## src/rtl/i2c_target_responder.sv

```systemverilog
// I2C target: START/Sr/STOP decode, address match, ACK/NACK, rx sink, tx source; define I2C_TARGET_CLK_STRETCH_EN for read stretching.
// SCL edge to action is SYNC_STAGES+1 clk; rx_ready=0 NACKs a byte; a missing tx byte stretches SCL or sends 8'hFF.
module i2c_target_responder #(
    parameter logic [6:0] TARGET_ADDR = 7'h22,
    parameter int         SYNC_STAGES = 2,
    parameter int         HOLD_CYCLES = 4
) (
    input  logic       clk,
    input  logic       rst_n,
    input  logic       scl_i,
    input  logic       sda_i,
    output logic       scl_oe,
    output logic       sda_oe,
    output logic [7:0] rx_data,
    output logic       rx_valid,
    input  logic       rx_ready,
    input  logic [7:0] tx_data,
    input  logic       tx_valid,
    output logic       tx_ready,
    output logic       start_det,
    output logic       stop_det,
    output logic       addr_hit,
    output logic       rw,
    output logic       tx_underrun
);

`ifdef I2C_TARGET_CLK_STRETCH_EN
    localparam bit STRETCH = 1'b1;
`else
    localparam bit STRETCH = 1'b0;
`endif

    localparam logic [3:0] S_IDLE      = 4'd0;
    localparam logic [3:0] S_ADDR      = 4'd1;
    localparam logic [3:0] S_ADDR_ACK  = 4'd2;
    localparam logic [3:0] S_WR_BYTE   = 4'd3;
    localparam logic [3:0] S_WR_ACK    = 4'd4;
    localparam logic [3:0] S_RD_LOAD   = 4'd5;
    localparam logic [3:0] S_RD_BYTE   = 4'd6;
    localparam logic [3:0] S_RD_ACK    = 4'd7;
    localparam logic [3:0] S_WAIT_STOP = 4'd8;

    localparam logic [3:0] HOLD_INIT = 4'(HOLD_CYCLES);

    logic [SYNC_STAGES-1:0] scl_sh;
    logic [SYNC_STAGES-1:0] sda_sh;
    logic                   scl_q;
    logic                   sda_q;
    logic                   scl_s;
    logic                   sda_s;
    logic                   scl_rise;
    logic                   scl_fall;
    logic                   start_cond;
    logic                   stop_cond;
    logic [3:0]             state;
    logic [3:0]             bit_cnt;
    logic [3:0]             hold_cnt;
    logic                   hold_done;
    logic [7:0]             shreg;
    logic [7:0]             shift_in;
    logic [7:0]             load_byte;
    logic                   loaded;
    logic                   hs;

    // Idle bus is high, so synchronizers reset to 1 to avoid a phantom edge after reset.
    always_ff @(posedge clk or negedge rst_n) begin
        if (!rst_n) begin
            scl_sh <= '1;
            sda_sh <= '1;
            scl_q  <= 1'b1;
            sda_q  <= 1'b1;
        end else begin
            scl_sh <= {scl_sh[SYNC_STAGES-2:0], scl_i};
            sda_sh <= {sda_sh[SYNC_STAGES-2:0], sda_i};
            scl_q  <= scl_s;
            sda_q  <= sda_s;
        end
    end

    assign scl_s      = scl_sh[SYNC_STAGES-1];
    assign sda_s      = sda_sh[SYNC_STAGES-1];
    assign scl_rise   = scl_s & ~scl_q;
    assign scl_fall   = ~scl_s & scl_q;
    assign start_cond = scl_s & scl_q & ~sda_s & sda_q;
    assign stop_cond  = scl_s & scl_q & sda_s & ~sda_q;
    assign hold_done  = (hold_cnt == 4'd1);
    assign shift_in   = {shreg[6:0], sda_s};
    assign hs         = tx_valid & tx_ready;
    assign load_byte  = hs ? tx_data : shreg;

    always_ff @(posedge clk or negedge rst_n) begin
        if (!rst_n) begin
            state       <= S_IDLE;
            bit_cnt     <= '0;
            hold_cnt    <= '0;
            shreg       <= '0;
            loaded      <= 1'b0;
            scl_oe      <= 1'b0;
            sda_oe      <= 1'b0;
            rx_data     <= '0;
            rx_valid    <= 1'b0;
            tx_ready    <= 1'b0;
            start_det   <= 1'b0;
            stop_det    <= 1'b0;
            addr_hit    <= 1'b0;
            rw          <= 1'b0;
            tx_underrun <= 1'b0;
        end else begin
            rx_valid    <= 1'b0;
            start_det   <= 1'b0;
            stop_det    <= 1'b0;
            tx_underrun <= 1'b0;
            if (hold_cnt != 4'd0)
                hold_cnt <= hold_cnt - 4'd1;
            if (scl_fall)
                hold_cnt <= HOLD_INIT;

            // Bus conditions override everything, including a same-cycle tx handshake.
            if (start_cond || stop_cond) begin
                state     <= start_cond ? S_ADDR : S_IDLE;
                start_det <= start_cond;
                stop_det  <= stop_cond;
                bit_cnt   <= '0;
                hold_cnt  <= '0;
                loaded    <= 1'b0;
                sda_oe    <= 1'b0;
                scl_oe    <= 1'b0;
                tx_ready  <= 1'b0;
                addr_hit  <= 1'b0;
            end else begin
                case (state)
                    S_ADDR, S_WR_BYTE: begin
                        if (hold_done)
                            sda_oe <= 1'b0;
                        if (scl_rise) begin
                            shreg <= shift_in;
                            if (bit_cnt == 4'd7) begin
                                bit_cnt <= '0;
                                if (state == S_ADDR) begin
                                    if (shift_in[7:1] == TARGET_ADDR) begin
                                        state    <= S_ADDR_ACK;
                                        addr_hit <= 1'b1;
                                        rw       <= shift_in[0];
                                    end else begin
                                        state <= S_WAIT_STOP;
                                    end
                                end else if (rx_ready) begin
                                    rx_data  <= shift_in;
                                    rx_valid <= 1'b1;
                                    state    <= S_WR_ACK;
                                end else begin
                                    state    <= S_WAIT_STOP;
                                    addr_hit <= 1'b0;
                                end
                            end else begin
                                bit_cnt <= bit_cnt + 4'd1;
                            end
                        end
                    end
                    S_ADDR_ACK, S_WR_ACK: begin
                        if (hold_done)
                            sda_oe <= 1'b1;
                        if (scl_rise)
                            state <= (state == S_ADDR_ACK && rw) ? S_RD_LOAD : S_WR_BYTE;
                    end
                    S_RD_LOAD: begin
                        if (scl_fall) begin
                            tx_ready <= 1'b1;
                            if (STRETCH)
                                scl_oe <= 1'b1;
                        end
                        if (hs) begin
                            shreg    <= tx_data;
                            loaded   <= 1'b1;
                            tx_ready <= 1'b0;
                            if (STRETCH)
                                hold_cnt <= HOLD_INIT;
                        end
                        if (hold_done) begin
                            if (loaded || (!STRETCH && hs)) begin
                                shreg   <= load_byte;
                                sda_oe  <= ~load_byte[7];
                                scl_oe  <= 1'b0;
                                loaded  <= 1'b0;
                                bit_cnt <= '0;
                                state   <= S_RD_BYTE;
                            end else if (!STRETCH) begin
                                shreg       <= 8'hFF;
                                sda_oe      <= 1'b0;
                                tx_underrun <= 1'b1;
                                tx_ready    <= 1'b0;
                                bit_cnt     <= '0;
                                state       <= S_RD_BYTE;
                            end else begin
                                sda_oe <= 1'b0;
                            end
                        end
                    end
                    S_RD_BYTE: begin
                        if (scl_rise)
                            bit_cnt <= bit_cnt + 4'd1;
                        if (hold_done) begin
                            if (bit_cnt == 4'd8) begin
                                sda_oe  <= 1'b0;
                                bit_cnt <= '0;
                                state   <= S_RD_ACK;
                            end else begin
                                sda_oe <= ~shreg[6];
                                shreg  <= {shreg[6:0], 1'b0};
                            end
                        end
                    end
                    S_RD_ACK: begin
                        if (scl_rise) begin
                            if (!sda_s) begin
                                state <= S_RD_LOAD;
                            end else begin
                                state    <= S_WAIT_STOP;
                                addr_hit <= 1'b0;
                            end
                        end
                    end
                    default: ;
                endcase
            end
        end
    end

endmodule

```

## config.mk

```make
export PLATFORM = sky130hd
export DESIGN_NAME = i2c_target_responder
export DESIGN_NICKNAME = d
export VERILOG_FILES = /design/src/rtl/i2c_target_responder.sv
export SDC_FILE = /design/constraint.sdc
export NUM_CORES = 1
export LEC_CHECK = 0
export ABC_AREA = 1
export BUFFER_PORTS_ARGS = -buffer_cell sky130_fd_sc_hd__buf_2
export CAP_MARGIN = 20
export CORE_AREA = 2 2 84 86
export CTS_CLUSTER_DIAMETER = 150
export DETAILED_ROUTE_END_ITERATION = 10
export DIE_AREA = 0 0 86 88
export MAX_ROUTING_LAYER = met4
export REMOVE_ABC_BUFFERS = 1
export SYNTH_ARGS = -nofsm -noshare
export SYNTH_HDL_FRONTEND = slang
export SYNTH_SLANG_ARGS = --single-unit
```

## constraint.sdc

```tcl
create_clock -name clk -period 1.9 [get_ports clk]
set_input_delay 0.19 -clock clk [delete_from_list [all_inputs] [get_ports clk]]
set_output_delay 0.19 -clock clk [all_outputs]
set_load 0.02 [all_outputs]
```

==> results of run 1 <==
## cells by family (layout without fill, tap and decap cells)
kind of cell	after synthesis	in the layout	synth area share
adder cells (fa/ha/maj)	5	5	0.0243
AND/OR/NAND/NOR	189	189	0.327
flip-flops	43	43	0.421
buffers and inverters	49	92	0.0783
other	1	1	0.00146
XOR/XNOR	3	3	0.0102
AO/OA/AOI/OAI	66	66	0.138
## placed cells by master (no fill, tap or decap), drive strengths merged
cell / instances
a211oi: 1
a21oi: 8
a31oi: 1
buf: 39
clkbuf: 8
conb: 1
dfrtp: 37
dfstp: 6
dlygate4sd3: 3
ha: 5
inv: 42
nand2: 111
nand3: 22
nand3b: 1
nand4: 2
nor2: 45
nor3: 5
o2111ai: 1
o211ai: 2
o21ai: 52
o22ai: 1
or2: 3
xnor2: 1
xor2: 2
## registers in the layout, summed over array words and instances, names as in the netlist, 2 cells and up
name,count
hold_cnt,4
scl_sh,2
shreg,8
bit_cnt,4
state,4
sda_sh,2
rx_data,8
## power by group
group | leakage, nW | switching (mW) | total [mW] | internal (mW)
Combinational | 0.969 | 1.14 | 1.77 | 0.633
Clock | 0.0515 | 0.305 | 0.637 | 0.332
Sequential | 0.555 | 0.195 | 1.34 | 1.15
Total | 1.58 | 1.64 | 3.75 | 2.11
## per-stage QoR
stage	power (mW)	hold slack [ps]	instances	instance area, sq um	utilization
global route	4.13	228	479	3020	0.454
detailed placement	3.10	64.3	466	2860	0.431
CTS	3.76	229	477	2990	0.450
finish	3.75	233	479	3020	0.454
floorplan	2.63	-106	349	2530	-
global placement	3.08	60.7	466	2860	0.431
## final cells by class
| class | count | share of cell area |
|---|---|---|
| Clock buffer | 8 | 0.0332 |
| Inverter | 42 | 0.0522 |
| Multi-Input combinational cell | 264 | 0.431 |
| Sequential cell | 43 | 0.359 |
| Tap cell | 80 | 0.0332 |
| Timing Repair Buffer | 42 | 0.0912 |
## critical path, delay by kind of cell, from the launching register on
kind / cells / cell delay [ps]
buf+inv: 1 / 120
flops: 1 / 590
simple gates: 8 / 930
## final timing paths
kind | startpoint | endpoint | slack [ps]
max | sda_sh[1]$_DFF_PN1_ | state[3]$_DFFE_PN0P_ | 140
min | rx_ready | rx_valid$_DFF_PN0_ | 230
max reg2reg | sda_sh[1]$_DFF_PN1_ | state[3]$_DFFE_PN0P_ | 140
min reg2reg | sda_sh[0]$_DFF_PN1_ | sda_sh[1]$_DFF_PN1_ | 360
max in group asynchronous | rst_n | rx_valid$_DFF_PN0_ | 1070
min in group asynchronous | rst_n | rx_data[3]$_DFFE_PN0P_ | 290
## routing by layer
layer | vias to the layer above | part of all wire | global-route usage
met2 | 61 | 0.44 | 0.266
li1 | 1221 | - | -
met4 | 0 | 0.021 | 0.0736
met3 | 10 | 0.045 | 0.0415
met5 | - | 0 | -
met1 | 1071 | 0.49 | 0.235
## what timing repair did
action,4_1_cts,5_1_grt
hold endpoints to repair,9,0
gates resized for setup,0,3
endpoints found under the setup margin,0,12
buffers inserted,0,2
hold buffers,3,0
==> summary.md, run 1 <==
| Metric | Value |
|---|---|
| Static Leak | `1.58 nW` |
| Die area | `7570 sq um` |
| Dpl ws | `45.0 ps` |
| Antenna violations before repair | `0` |
| Clk root buf | `clkbuf_8` |
| Synth-to-layout area growth | `17.3%` |
| FF+latch area | `1080 sq um` |
| Final WS setup | `138 ps` |
| Class of the worst hold path | `primary input to flop` |
| Slowest stage delay, CP | `590 ps` |
| Vias in the first global route | `2163` |
| Synthesized area | `2570 sq um` |
| Die H | `88 um` |
| Worst EP required | `2090 ps` |
| Commonest cells in the synthesized netlist | `104 x nand2_1, 37 x dfrtp_1, 37 x inv_1, 36 x nor2_1, 34 x o21ai_0` |
| Routed len/inst | `12.7 um` |
| Fill cell count | `679` |
| Nets@finish | `417` |
| Cell with the most instances after synthesis | `nand2_1` |
| Synth top area share | `0.360` |
| Area leader, netlist | `dfrtp_1` |
| Fin. Hold Viols | `0` |
| WHS Path Cells | `3` |
| Clock-pin slew on the worst setup and hold paths | `80 ps` |
| Min Tclk post-route | `1760 ps` |
| # setup viols final | `0` |
| PwrDens | `1240 nW/um^2` |
| # clock sinks | `43` |
| Max cap viols | `0` |
| Grt total ovfl | `0` |
| H-Tree Depth | `2` |
| Synth Instances | `356` |
| Syn Area/Cell | `7.23 sq um` |
| DP HPWL | `4570 um` |
| Slew Viols, Final | `0` |
| Total Wirelength | `6080 um` |
| Worst-path fanout max | `5` |
| Largest net degree at the start of global routing | `22` |
| Initial DRC count | `199` |
| DRC | `0` |
| Vias per cell | `4.93` |
| VDD IR max | `0.499 mV` |
| Area of the core | `6640 sq um` |
| CTS tree | `yes` |
| R2R depth | `9` |
| EDFF count, synth | `0` |
| CP dominant cell by count | `nand2_1` |
| RePlAce Congestion | `0.963` |
| RSZ-0062 raised after global routing | `no` |
| Layout cells sized above 1 | `0.208` |
| Synth warnings | `0` |
| Clk Latency, worst-skew pair | `290 ps` |
| TNS Setup | `0 ps` |
| TritonCTS Buffers | `5` |
| Yosys cell types | `35` |
| Worst Setup Path Type | `flop to flop` |
| Startpoint types | `flop` |
| Primary FF master, synth | `dfrtp_1` |
| Router iterations before antenna repair | `4` |
| Aggregate global-route resource usage | `0.179` |
| Ant. Diodes | `0` |
| Crit path cell chain | `inv_1, nor2_1, nand2_1, nand3_2, nor2_1, nor2_4, nand3_1, nand2_1, nand2_1` |
| CP max-delay cell | `dfstp_2` |
| Achievable Freq | `568 MHz` |
| Kind of end point of the critical path | `flop` |
| IO Pins | `31` |
| Port Buffers | `29` |
| Status | `finished clean` |
| Initial cell density of the core | `0.387` |
| Routed Antenna Nets | `0` |
| Via count | `2363` |
| Cell Rows | `30` |
| Worst endpoint data arrival time | `1950 ps` |
| Seq cells post-synth | `43` |
| Synth area leaders | `dfrtp_1 36%, nand2_1 15%, o21ai_0 6.6%` |
| Setup Skew | `5.12 ps` |
| Max Root-Sink Buffers | `2` |
| Sequential element share of the synthesized area | `0.421` |
| Final Cycle Share | `0.927` |
| Area of the multi-input gates | `1300 sq um` |
| Die width | `86 um` |
| First-pass GRT wire length | `10200 um` |
| Fraction of registers with async set/reset | `1.00` |
(Power assumes the default switching activity.)
==> run 2, diff against run 1 <==
CELL_PAD_IN_SITES_DETAIL_PLACEMENT = 1   (was unset)
CELL_PAD_IN_SITES_GLOBAL_PLACEMENT = 1   (was unset)
HOLD_SLACK_MARGIN = 0.02   (was unset)
PLACE_DENSITY_LB_ADDON = 0.1   (was unset)
==> summary.md, run 2 (synthesis gave the netlist of run 1 again) <==
| Metric | Value |
|---|---|
| Slew @ Worst Pin | `665 ps` |
| # clock sinks | `43` |
| Slowest stage delay, CP | `600 ps` |
| Router iterations before antenna repair | `4` |
| Start point of the worst min-delay path | `rx_ready` |
| Clock-pin slew on the worst setup and hold paths | `90 ps` |
| VDD IR max | `0.366 mV` |
| RePlAce Congestion | `0.825` |
| Via count | `2405` |
| Min Tclk post-route | `1720 ps` |
| Slew Viols, Final | `0` |
| Routed len/inst | `14.3 um` |
| Nets@finish | `418` |
| Hold Path Sink | `rx_valid$_DFF_PN0_` |
| Layout cells sized above 1 | `0.220` |
| Die width | `86 um` |
| Startpoint types | `flop` |
| RSZ-0062 raised after global routing | `no` |
| FF+latch area | `1080 sq um` |
| Most common cell after layout, fill and taps aside | `nand2_1` |
| Dpl ws | `37.6 ps` |
| Max cap viols | `0` |
| Setup Skew | `9.97 ps` |
| Sequential share of power | `0.351` |
| DP HPWL | `5330 um` |
| Vias per cell | `5.01` |
| Clk pwr share | `0.165` |
| Vias in the first global route | `2358` |
| Reg2reg setup slack | `180 ps` |
| Worst Setup Path Type | `flop to flop` |
| Area of the core | `6640 sq um` |
| DRC | `0` |
| # setup viols final | `0` |
| Kind of end point of the critical path | `flop` |
| Clk root buf | `clkbuf_8` |
| CP max-delay cell | `dfstp_2` |
| CP dominant cell by count | `nand2_1` |
| H-Tree Depth | `2` |
| R2R depth | `9` |
| Port Buffers | `29` |
| IO Pins | `31` |
| Crit Reg-Reg Endpoint | `addr_hit$_DFFE_PN0P_` |
| Final cell count without fillers | `480` |
| Max_slew headroom | `0.557` |
| Class of the worst hold path | `primary input to flop` |
| PwrDens | `1260 nW/um^2` |
| Clk Latency, worst-skew pair | `300 ps` |
| Synth-to-layout area growth | `17.5%` |
| P_int | `2.09 mW` |
| Most frequent cells in the layout | `103 x nand2_1, 37 x inv_1, 37 x dfrtp_1` |
| Routed Antenna Nets | `0` |
| TritonCTS Buffers | `5` |
| Total Wirelength | `6850 um` |
| TNS Setup | `0 ps` |
| Initial DRC count | `96` |
| Worst-path fanout max | `7` |
| Ant. Diodes | `0` |
| WHS Path Cells | `3` |
| Final Cycle Share | `0.907` |
| Grt total ovfl | `0` |
| Worst EP required | `2090 ps` |
| Area of the multi-input gates | `1320 sq um` |
| Aggregate global-route resource usage | `0.201` |
| Largest net degree at the start of global routing | `30` |
| Antenna violations before repair | `0` |
| Initial cell density of the core | `0.387` |
| Status | `finished clean` |
| Largest regs | `rx_data x8, shreg x8` |
| Max Root-Sink Buffers | `2` |
| Gate power share | `0.484` |
| Worst endpoint data arrival time | `1910 ps` |
| CTS tree | `yes` |
| Die H | `88 um` |
| Sw Pwr | `1.71 mW` |
| Worst r2r src | `scl_q$_DFF_PN1_` |
| Fin. Hold Viols | `0` |
| Achievable Freq | `580 MHz` |
| Static Leak | `1.58 nW` |
| Fill cell count | `877` |
| Hold_ws | `275 ps` |
| Crit path cell chain | `nand2_1, o21ai_1, nand2_1, nand2_1, nand2_1, nor2_1, nand2_1, nand2_1, o21ai_1` |
| Placed Cells incl. Taps | `469` |
| Die area | `7570 sq um` |
| Cell Rows | `30` |
| Sw frac | `0.450` |
| First-pass GRT wire length | `11500 um` |
| Final WS setup | `176 ps` |
==> run 2: cell count changes in the layout (fill, tap and decap cells not counted) <==
| cell | delta |
|---|---|
| buf_12 | -1 |
| buf_4 | +2 |
| inv_6 | +1 |
| clkbuf_8 | -1 |
| nor2_1 | -4 |
| nor2_2 | +4 |
| nand3_4 | +1 |
| nand3_2 | -1 |
==> run 2: final cells by class <==
type,count,area share
clock buffers,7,0.0285
clock inverters,1,0.00289
inverters,42,0.0521
multi-input cells,264,0.436
flip-flops and latches,43,0.358
well taps,80,0.0331
repair buffers,43,0.0893
==> run 2: power groups by stage <==
stage          sequential (mW)  clock, mW  combinational (mW)
4_1_cts                   1.34      0.653                1.83
6_report                  1.34      0.628                1.84
3_3_place_gp              1.35          0                1.77
3_5_place_dp              1.36          0                1.82
5_1_grt                   1.37      0.686                2.13
2_1_floorplan             1.34          0                1.29
==> run 2: per-stage QoR <==
stage	util	instance area [sq um]	power, mW
after global routing	0.455	3030	4.19
after CTS	0.451	3000	3.83
after detailed placement	0.432	2870	3.18
final	0.455	3030	3.80
after global placement	0.432	2870	3.12
after floorplan	-	2530	2.63
==> run 2: critical path, delay by kind of cell, from the launching register on <==
| kind | cells | cell delay (ps) |
|---|---|---|
| AOI/OAI and AO/OA | 2 | 180 |
| DFF | 1 | 600 |
| and+or+nand+nor | 7 | 850 |
==> run 2: how the worst max path moves through the flow <==
stage,from,to,slack (ps)
2_1_floorplan,state[3]$_DFFE_PN0P_,state[3]$_DFFE_PN0P_,110
3_3_place_gp,sda_sh[1]$_DFF_PN1_,state[3]$_DFFE_PN0P_,60
3_5_place_dp,sda_sh[1]$_DFF_PN1_,state[3]$_DFFE_PN0P_,40
4_1_cts,sda_sh[1]$_DFF_PN1_,state[3]$_DFFE_PN0P_,10
5_1_grt,bit_cnt[0]$_DFFE_PN0P_,state[1]$_DFFE_PN0P_,0.5
6_report,scl_q$_DFF_PN1_,addr_hit$_DFFE_PN0P_,180
==> run 2: what timing repair did <==
item | in CTS | in global routing
setup buffers | 0 | 0
setup endpoints to repair | 0 | 12
gates resized for setup | 0 | 8
endpoints found under the hold margin | 23 | 0
hold buffers | 3 | 0
==> run 2: routing by layer <==
layer  vias up  GRT usage  routed length [um]
li1       1221          -                   -
met5         -          -                   0
met2        37      0.325                3320
met4         0     0.0534                  89
met1      1137      0.267                3260
met3        10     0.0264                 187
